`config.mk`:
```
export PLATFORM = sky130hd
export DESIGN_NAME = pacman_step_ctrl
export DESIGN_NICKNAME = d
export VERILOG_FILES = /design/src/rtl/pacman_pkg.sv /design/src/rtl/grid_neighbour.sv /design/src/rtl/pacman_step_ctrl.sv
export SDC_FILE = /design/constraint.sdc
export NUM_CORES = 1
export LEC_CHECK = 0
export ABC_AREA = 1
export BUFFER_PORTS_ARGS = -buffer_cell sky130_fd_sc_hd__clkbuf_2
export CAP_MARGIN = 40
export CELL_PAD_IN_SITES_DETAIL_PLACEMENT = 1
export CELL_PAD_IN_SITES_GLOBAL_PLACEMENT = 2
export CORE_MARGIN = 1.5
export CORE_UTILIZATION = 28
export CTS_CLUSTER_SIZE = 12
export DETAILED_ROUTE_END_ITERATION = 10
export GPL_TIMING_DRIVEN = 1
export PLACE_DENSITY_LB_ADDON = 0.1
export SYNTH_ARGS = -nofsm -noshare
export SYNTH_HDL_FRONTEND = slang
export SYNTH_SLANG_ARGS = --single-unit
```
`constraint.sdc`:
```
create_clock -name clk -period 1.7 [get_ports clk]
set_clock_uncertainty 0.05 [all_clocks]
set_input_delay 0.085 -clock clk [delete_from_list [all_inputs] [get_ports clk]]
set_output_delay 0.085 -clock clk [all_outputs]
set_load 0.1 [all_outputs]
```
`src/rtl/pacman_pkg.sv`:
```
// Shared definitions for the Pac-Man / ghost grid-movement controllers:
// direction encoding, default maze size and step-controller state encoding.
package pacman_pkg;

    localparam int GRID_W_DEF = 32;
    localparam int GRID_H_DEF = 24;

    typedef logic [1:0] dir_t;

    localparam dir_t DIR_UP    = 2'b00;
    localparam dir_t DIR_RIGHT = 2'b01;
    localparam dir_t DIR_DOWN  = 2'b10;
    localparam dir_t DIR_LEFT  = 2'b11;

    typedef enum logic [2:0] {
        ST_IDLE      = 3'd0,
        ST_PROBE_NEW = 3'd1,
        ST_CHECK_NEW = 3'd2,
        ST_PROBE_CUR = 3'd3,
        ST_CHECK_CUR = 3'd4
    } step_state_e;

endpackage

```
`src/rtl/grid_neighbour.sv`:
```
// Combinational neighbour cell of (x, y) one step in dir, wrapping at the
// maze edges so the side tunnels connect.
module grid_neighbour
    import pacman_pkg::*;
#(
    parameter int GRID_W = GRID_W_DEF,
    parameter int GRID_H = GRID_H_DEF,
    parameter int XW     = 5,
    parameter int YW     = 5
) (
    input  logic [XW-1:0] x,
    input  logic [YW-1:0] y,
    input  dir_t          dir,
    output logic [XW-1:0] nx,
    output logic [YW-1:0] ny
);

    // Compare against the edge before stepping so nothing leaves XW/YW bits.
    always_comb begin
        nx = x;
        ny = y;
        case (dir)
            DIR_UP:    ny = (y == YW'(0)) ? YW'(GRID_H - 1) : y - YW'(1);
            DIR_DOWN:  ny = (y == YW'(GRID_H - 1)) ? YW'(0) : y + YW'(1);
            DIR_LEFT:  nx = (x == XW'(0)) ? XW'(GRID_W - 1) : x - XW'(1);
            default:   nx = (x == XW'(GRID_W - 1)) ? XW'(0) : x + XW'(1);
        endcase
    end

endmodule

```
`src/rtl/pacman_step_ctrl.sv`:
```
// Pac-Man step controller: one grid step per rising edge of the game tick,
// trying the requested turn first and falling back to the current heading.
module pacman_step_ctrl
    import pacman_pkg::*;
#(
    parameter int GRID_W  = GRID_W_DEF,
    parameter int GRID_H  = GRID_H_DEF,
    parameter int XW      = 5,
    parameter int YW      = 5,
    parameter int START_X = 1,
    parameter int START_Y = 1
) (
    input  logic          clk,
    input  logic          rst,
    input  logic          tick_clk,
    input  logic          en,
    input  logic [1:0]    dir_req,
    input  logic          dir_req_valid,
    output logic [XW-1:0] maze_x,
    output logic [YW-1:0] maze_y,
    input  logic          maze_wall,
    output logic [XW-1:0] pos_x,
    output logic [YW-1:0] pos_y,
    output logic [1:0]    dir,
    output logic          moving,
    output logic          step_done
);

    step_state_e   state_q, state_d;
    logic          tick_d_q;
    logic          tick_edge;
    dir_t          dir_q, dir_d;
    dir_t          pending_q, pending_d;
    dir_t          try_dir_q, try_dir_d;
    logic [XW-1:0] pos_x_q, pos_x_d;
    logic [YW-1:0] pos_y_q, pos_y_d;
    logic          moving_q, moving_d;
    logic          step_done_q, step_done_d;
    dir_t          probe_dir;
    logic [XW-1:0] nb_x;
    logic [YW-1:0] nb_y;

    assign tick_edge = tick_clk & ~tick_d_q;

    // The neighbour in probe_dir is both the ROM address during PROBE_* and
    // the candidate position during CHECK_*; pos and dir are stable between.
    grid_neighbour #(
        .GRID_W (GRID_W),
        .GRID_H (GRID_H),
        .XW     (XW),
        .YW     (YW)
    ) u_nb (
        .x   (pos_x_q),
        .y   (pos_y_q),
        .dir (probe_dir),
        .nx  (nb_x),
        .ny  (nb_y)
    );

    always_ff @(posedge clk) begin
        if (!rst) begin
            state_q <= ST_IDLE;
        end else begin
            state_q <= state_d;
        end
    end

    always_comb begin
        state_d = state_q;
        case (state_q)
            ST_IDLE:      if (tick_edge && en) state_d = ST_PROBE_NEW;
            ST_PROBE_NEW: state_d = ST_CHECK_NEW;
            ST_CHECK_NEW: state_d = (!maze_wall || try_dir_q == dir_q) ? ST_IDLE : ST_PROBE_CUR;
            ST_PROBE_CUR: state_d = ST_CHECK_CUR;
            ST_CHECK_CUR: state_d = ST_IDLE;
            default:      state_d = ST_IDLE;
        endcase
    end

    always_comb begin
        probe_dir = try_dir_q;
        maze_x    = nb_x;
        maze_y    = nb_y;
        case (state_q)
            ST_PROBE_CUR, ST_CHECK_CUR: probe_dir = dir_q;
            ST_IDLE: begin
                maze_x = pos_x_q;
                maze_y = pos_y_q;
            end
            default: probe_dir = try_dir_q;
        endcase
    end

    always_comb begin
        dir_d       = dir_q;
        pending_d   = pending_q;
        try_dir_d   = try_dir_q;
        pos_x_d     = pos_x_q;
        pos_y_d     = pos_y_q;
        moving_d    = moving_q;
        step_done_d = 1'b0;

        if (dir_req_valid) pending_d = dir_req;

        case (state_q)
            ST_IDLE: begin
                // A request arriving on the edge cycle applies to this tick.
                if (tick_edge && en) try_dir_d = dir_req_valid ? dir_req : pending_q;
            end
            ST_CHECK_NEW: begin
                if (!maze_wall) begin
                    pos_x_d     = nb_x;
                    pos_y_d     = nb_y;
                    dir_d       = try_dir_q;
                    moving_d    = 1'b1;
                    step_done_d = 1'b1;
                end else if (try_dir_q == dir_q) begin
                    moving_d = 1'b0;
                end
            end
            ST_CHECK_CUR: begin
                if (!maze_wall) begin
                    pos_x_d     = nb_x;
                    pos_y_d     = nb_y;
                    moving_d    = 1'b1;
                    step_done_d = 1'b1;
                end else begin
                    moving_d = 1'b0;
                end
            end
            default: ;
        endcase
    end

    always_ff @(posedge clk) begin
        if (!rst) begin
            tick_d_q    <= 1'b0;
            dir_q       <= DIR_RIGHT;
            pending_q   <= DIR_RIGHT;
            try_dir_q   <= DIR_RIGHT;
            pos_x_q     <= XW'(START_X);
            pos_y_q     <= YW'(START_Y);
            moving_q    <= 1'b0;
            step_done_q <= 1'b0;
        end else begin
            tick_d_q    <= tick_clk;
            dir_q       <= dir_d;
            pending_q   <= pending_d;
            try_dir_q   <= try_dir_d;
            pos_x_q     <= pos_x_d;
            pos_y_q     <= pos_y_d;
            moving_q    <= moving_d;
            step_done_q <= step_done_d;
        end
    end

    assign pos_x     = pos_x_q;
    assign pos_y     = pos_y_q;
    assign dir       = dir_q;
    assign moving    = moving_q;
    assign step_done = step_done_q;

endmodule

```
==> results.md <==
- Proportion of synthesized chip area in sequential cells: 28.0%
- Top cell type's share of synthesized area: between 20% and 30%
- All-layer global routing usage: 20.4%
- Clock transition at the registers of the reported paths: 0.09 ns
- Non-filler instance count after layout: roughly 390
- Post-synthesis instance total: 254
- Setup repair after global routing missed its margin: true
- Library cell occupying the most area in the post-synthesis netlist: sky130_fd_sc_hd__dfxtp_1
- Initial antenna violation count: 0
- Final count of hold timing violations: 0
- Root buf cell: sky130_fd_sc_hd__clkbuf_8
- Per-cell routed wire length: 15.6 um
- Nets in the synthesized netlist: 267
- Biggest area contributors in the synthesized netlist: sky130_fd_sc_hd__dfxtp_1, sky130_fd_sc_hd__nand2_1, sky130_fd_sc_hd__nand3_1, sky130_fd_sc_hd__nor2_1, sky130_fd_sc_hd__o21ai_0
- Remaining antenna violation count after routing: 0
- Post-synthesis to final-layout area growth: 76.0%
- Flip-flop and latch count after synthesis: 22
- Util after Layout: 50.6%
- Average cell area after synthesis: 6.20 um^2
- Startpoint of the worst register-to-register path: state_q[0]$_SDFFE_PN0P_
- Kind of start point of the critical path: register
- X dimension of the die: 78.0 um
- Slew Viols, Final: 0
- Most common library cell in the layout ignoring fill and taps: sky130_fd_sc_hd__nand2_1
- Final total power: ~0.0019 W
- Leakage power: 1.28 nW
- DRC marker count from the first detailed-route iteration: between 40 and 50
- Power density cells: between 600 and 700 nW/um^2
- Largest net degree at the start of global routing: 20
- Outcome: finished, violations left
- Peak Freq: 0.516 GHz
- Max Cap Violations: 0
- Final critical delay including setup and external delays: between 1.5 and 2 ns
- Final net count: 334
- Detailed Place HPWL: 4040 um
- Final routed DRC violation total: 0
- Async set-reset flop share out of synthesis: 0%
- Violations in the final reports: setup timing
- Standard cell core area: roughly 5500 um^2
- Worst Setup End Kind: primary output
- Die Span Y: slightly below 80 um
- Cell Area, Synth: approximately 1600 um^2
- Syn. warnings: 0
- EDFF count, synth: 0
- Via density per instance: roughly 5
- Number of iterations in the first detailed-routing pass: 4
- Count of H-tree levels built during CTS: 1
- Number of global-route vias before repair: 1,999
- Reg-to-Reg End: pos_x[2]$_SDFFE_PN0P_
- Insertion delay to the later sink of the worst-skew pair: 0.28 ns
- Minimum setup slack among reg-to-reg paths: -0.01 ns
- Placed insts: 371
- Period Utilization, post-route: 114%
- Hold Slack: 0.0205 ns
- Worst rel slew slack: 63.9%
- Endpoint required time on the critical path: 1.56 ns
- Number of buffers inserted during clock tree synthesis: 3
- Worst setup path class: reg -> out
- Global-route wire length before repair: 9780 um
- Endpoints failing setup: 11
- Worst min-delay path startpoint: dir_req[1]
- Slew @ Worst Pin: 0.544 ns
- Number of port buffers: 31
- Worst Setup Slack, final: -0.237 ns
- Number of cells traversed by the worst hold path: 3
- Initial Utilization: 28.8%
- Number of top-level design ports: 32
- # diodes: 0
- CTS sink count: 22
- Highest ir drop seen on vdd: 308 uV
- Gr ovfl total: 0
- Highest fanout seen on the critical path: 4
- Fillcell total: 696
- Placer congestion estimate: 0.823
- Final WL: 6100 um
- Prevailing post-synth register cell: sky130_fd_sc_hd__dfxtp_1
- Clock tree from TritonCTS: done
- Share of post-route cells with drive strength above 1: 50.6%
- Standard-cell rows: 27
- Worst setup slack after placement: -0.144 ns
- Die outline area: 6080 um^2
- Via count of the routed design: 1,934
- Number of different library cells in the post-synthesis netlist: 28
- Hold Crit Endpoint: pending_q[1]$_SDFF_PN0_
- Classification of the worst-slack hold path: in -> reg
- Longest Clk Path Bufs: 2
- Top library cells by usage in the layout, fill and taps aside: sky130_fd_sc_hd__nand2_1, sky130_fd_sc_hd__nor2_1, sky130_fd_sc_hd__buf_4, sky130_fd_sc_hd__nand3_1, sky130_fd_sc_hd__clkbuf_2
- Arrival time at the worst endpoint: 1.80 ns
- Number of cells on the worst reg-to-reg path: 10
## worst max-delay path, stage by stage, from the launching register on
cell	delay (ns)
sky130_fd_sc_hd__dfxtp_4	0.37
sky130_fd_sc_hd__ha_4	0.17
sky130_fd_sc_hd__nand2_4	0.07
sky130_fd_sc_hd__nor2_4	0.04
sky130_fd_sc_hd__ha_4	0.16
sky130_fd_sc_hd__inv_4	0.06
sky130_fd_sc_hd__nand2_4	0.05
sky130_fd_sc_hd__nor2_4	0.11
sky130_fd_sc_hd__nand3_2	0.09
sky130_fd_sc_hd__nand3_2	0.09
sky130_fd_sc_hd__nand2_2	0.06
sky130_fd_sc_hd__o21ai_4	0.07
sky130_fd_sc_hd__buf_12	0.19
## sequential cells by signal, summed over array words and instances (netlist names)
register	count
pos_x	5
step_done	1
pending_q	2
dir	2
state_q	3
pos_y	5
moving	1
tick_d_q	1
try_dir_q	2
## how the worst max path moves through the flow
| stage | from | to | slack [ns] | depth (start not counted) |
|---|---|---|---|---|
| 5_1_grt | state_q[0]$_SDFFE_PN0P_ | maze_x[1] | -0.32 | 11 |
| 4_1_cts | state_q[1]$_SDFFE_PN0P_ | maze_x[1] | -0.22 | 9 |
| 3_3_place_gp | state_q[0]$_SDFFE_PN0P_ | pos_x[0]$_SDFFE_PN1P_ | -0.01 | 7 |
| 6_report | pos_x[1]$_SDFFE_PN0P_ | maze_x[3] | -0.24 | 12 |
| 3_5_place_dp | state_q[2]$_SDFFE_PN0P_ | maze_y[0] | -0.14 | 10 |
| 2_1_floorplan | pos_x[2]$_SDFFE_PN0P_ | maze_x[3] | -0.06 | 11 |
## cell type report
class / instances / area [um^2] / area share (%)
multi-input combinational: 201 / 1390 / 50.2
tap: 72 / 90.1 / 3.25
clock buffer: 4 / 45.0 / 1.63
timing repair buffer: 71 / 663 / 23.9
inverter: 22 / 92.6 / 3.34
sequential: 22 / 489 / 17.7
## synthesized netlist by cell type, types with 4 or more instances
cell,instances
sky130_fd_sc_hd__nand2_1,65
sky130_fd_sc_hd__nand3_1,41
sky130_fd_sc_hd__nor2_1,36
sky130_fd_sc_hd__dfxtp_1,22
sky130_fd_sc_hd__inv_1,21
sky130_fd_sc_hd__o21ai_0,17
sky130_fd_sc_hd__a21oi_1,11
sky130_fd_sc_hd__ha_1,5
sky130_fd_sc_hd__nand3_2,5
sky130_fd_sc_hd__nand2_2,4
## logic make-up after synthesis
kind of cell	after synthesis	synth area share, %
multiplexers	1	0.636
flip-flops	22	28.0
adder cells (fa/ha/maj)	5	3.97
XOR/XNOR	4	2.23
AND/OR/NAND/NOR	158	45.0
buffers and inverters	32	9.14
AO/OA/AOI/OAI	32	11.0
## what timing repair did
item	in CTS	in global routing
gates cloned	1	1
gates resized for setup	34	38
pin swaps	13	22
endpoints found under the setup margin	12	20
endpoints found under the hold margin	2	0
buffers inserted	8	6
hold buffers	2	0
## metrics by stage
stage | TNS [ns] | cell area, um^2
4_1_cts | -2.12 | 2590
2_1_floorplan | -0.121 | 1810
3_3_place_gp | -0.0244 | 2340
5_1_grt | -3.34 | 2770
3_5_place_dp | -0.886 | 2340
6_report | -2.14 | 2770
## routing by layer
layer	up-vias	GRT usage (%)	part of all wire, %
met3	7	2.12	1.5
met1	945	24.5	45
li1	960	-	-
met5	-	0	0
met2	22	38.5	53
met4	0	4.29	1.1
## report_power, final
part | switching [W] | internal (W) | total (W)
combinational | 0.000641 | 0.000346 | 0.000987
sequential | 0.0000446 | 0.000536 | 0.000580
clock | 0.000195 | 0.000168 | 0.000363
total | 0.000880 | 0.00105 | 0.00193
Power figures use the tool's default switching activity.
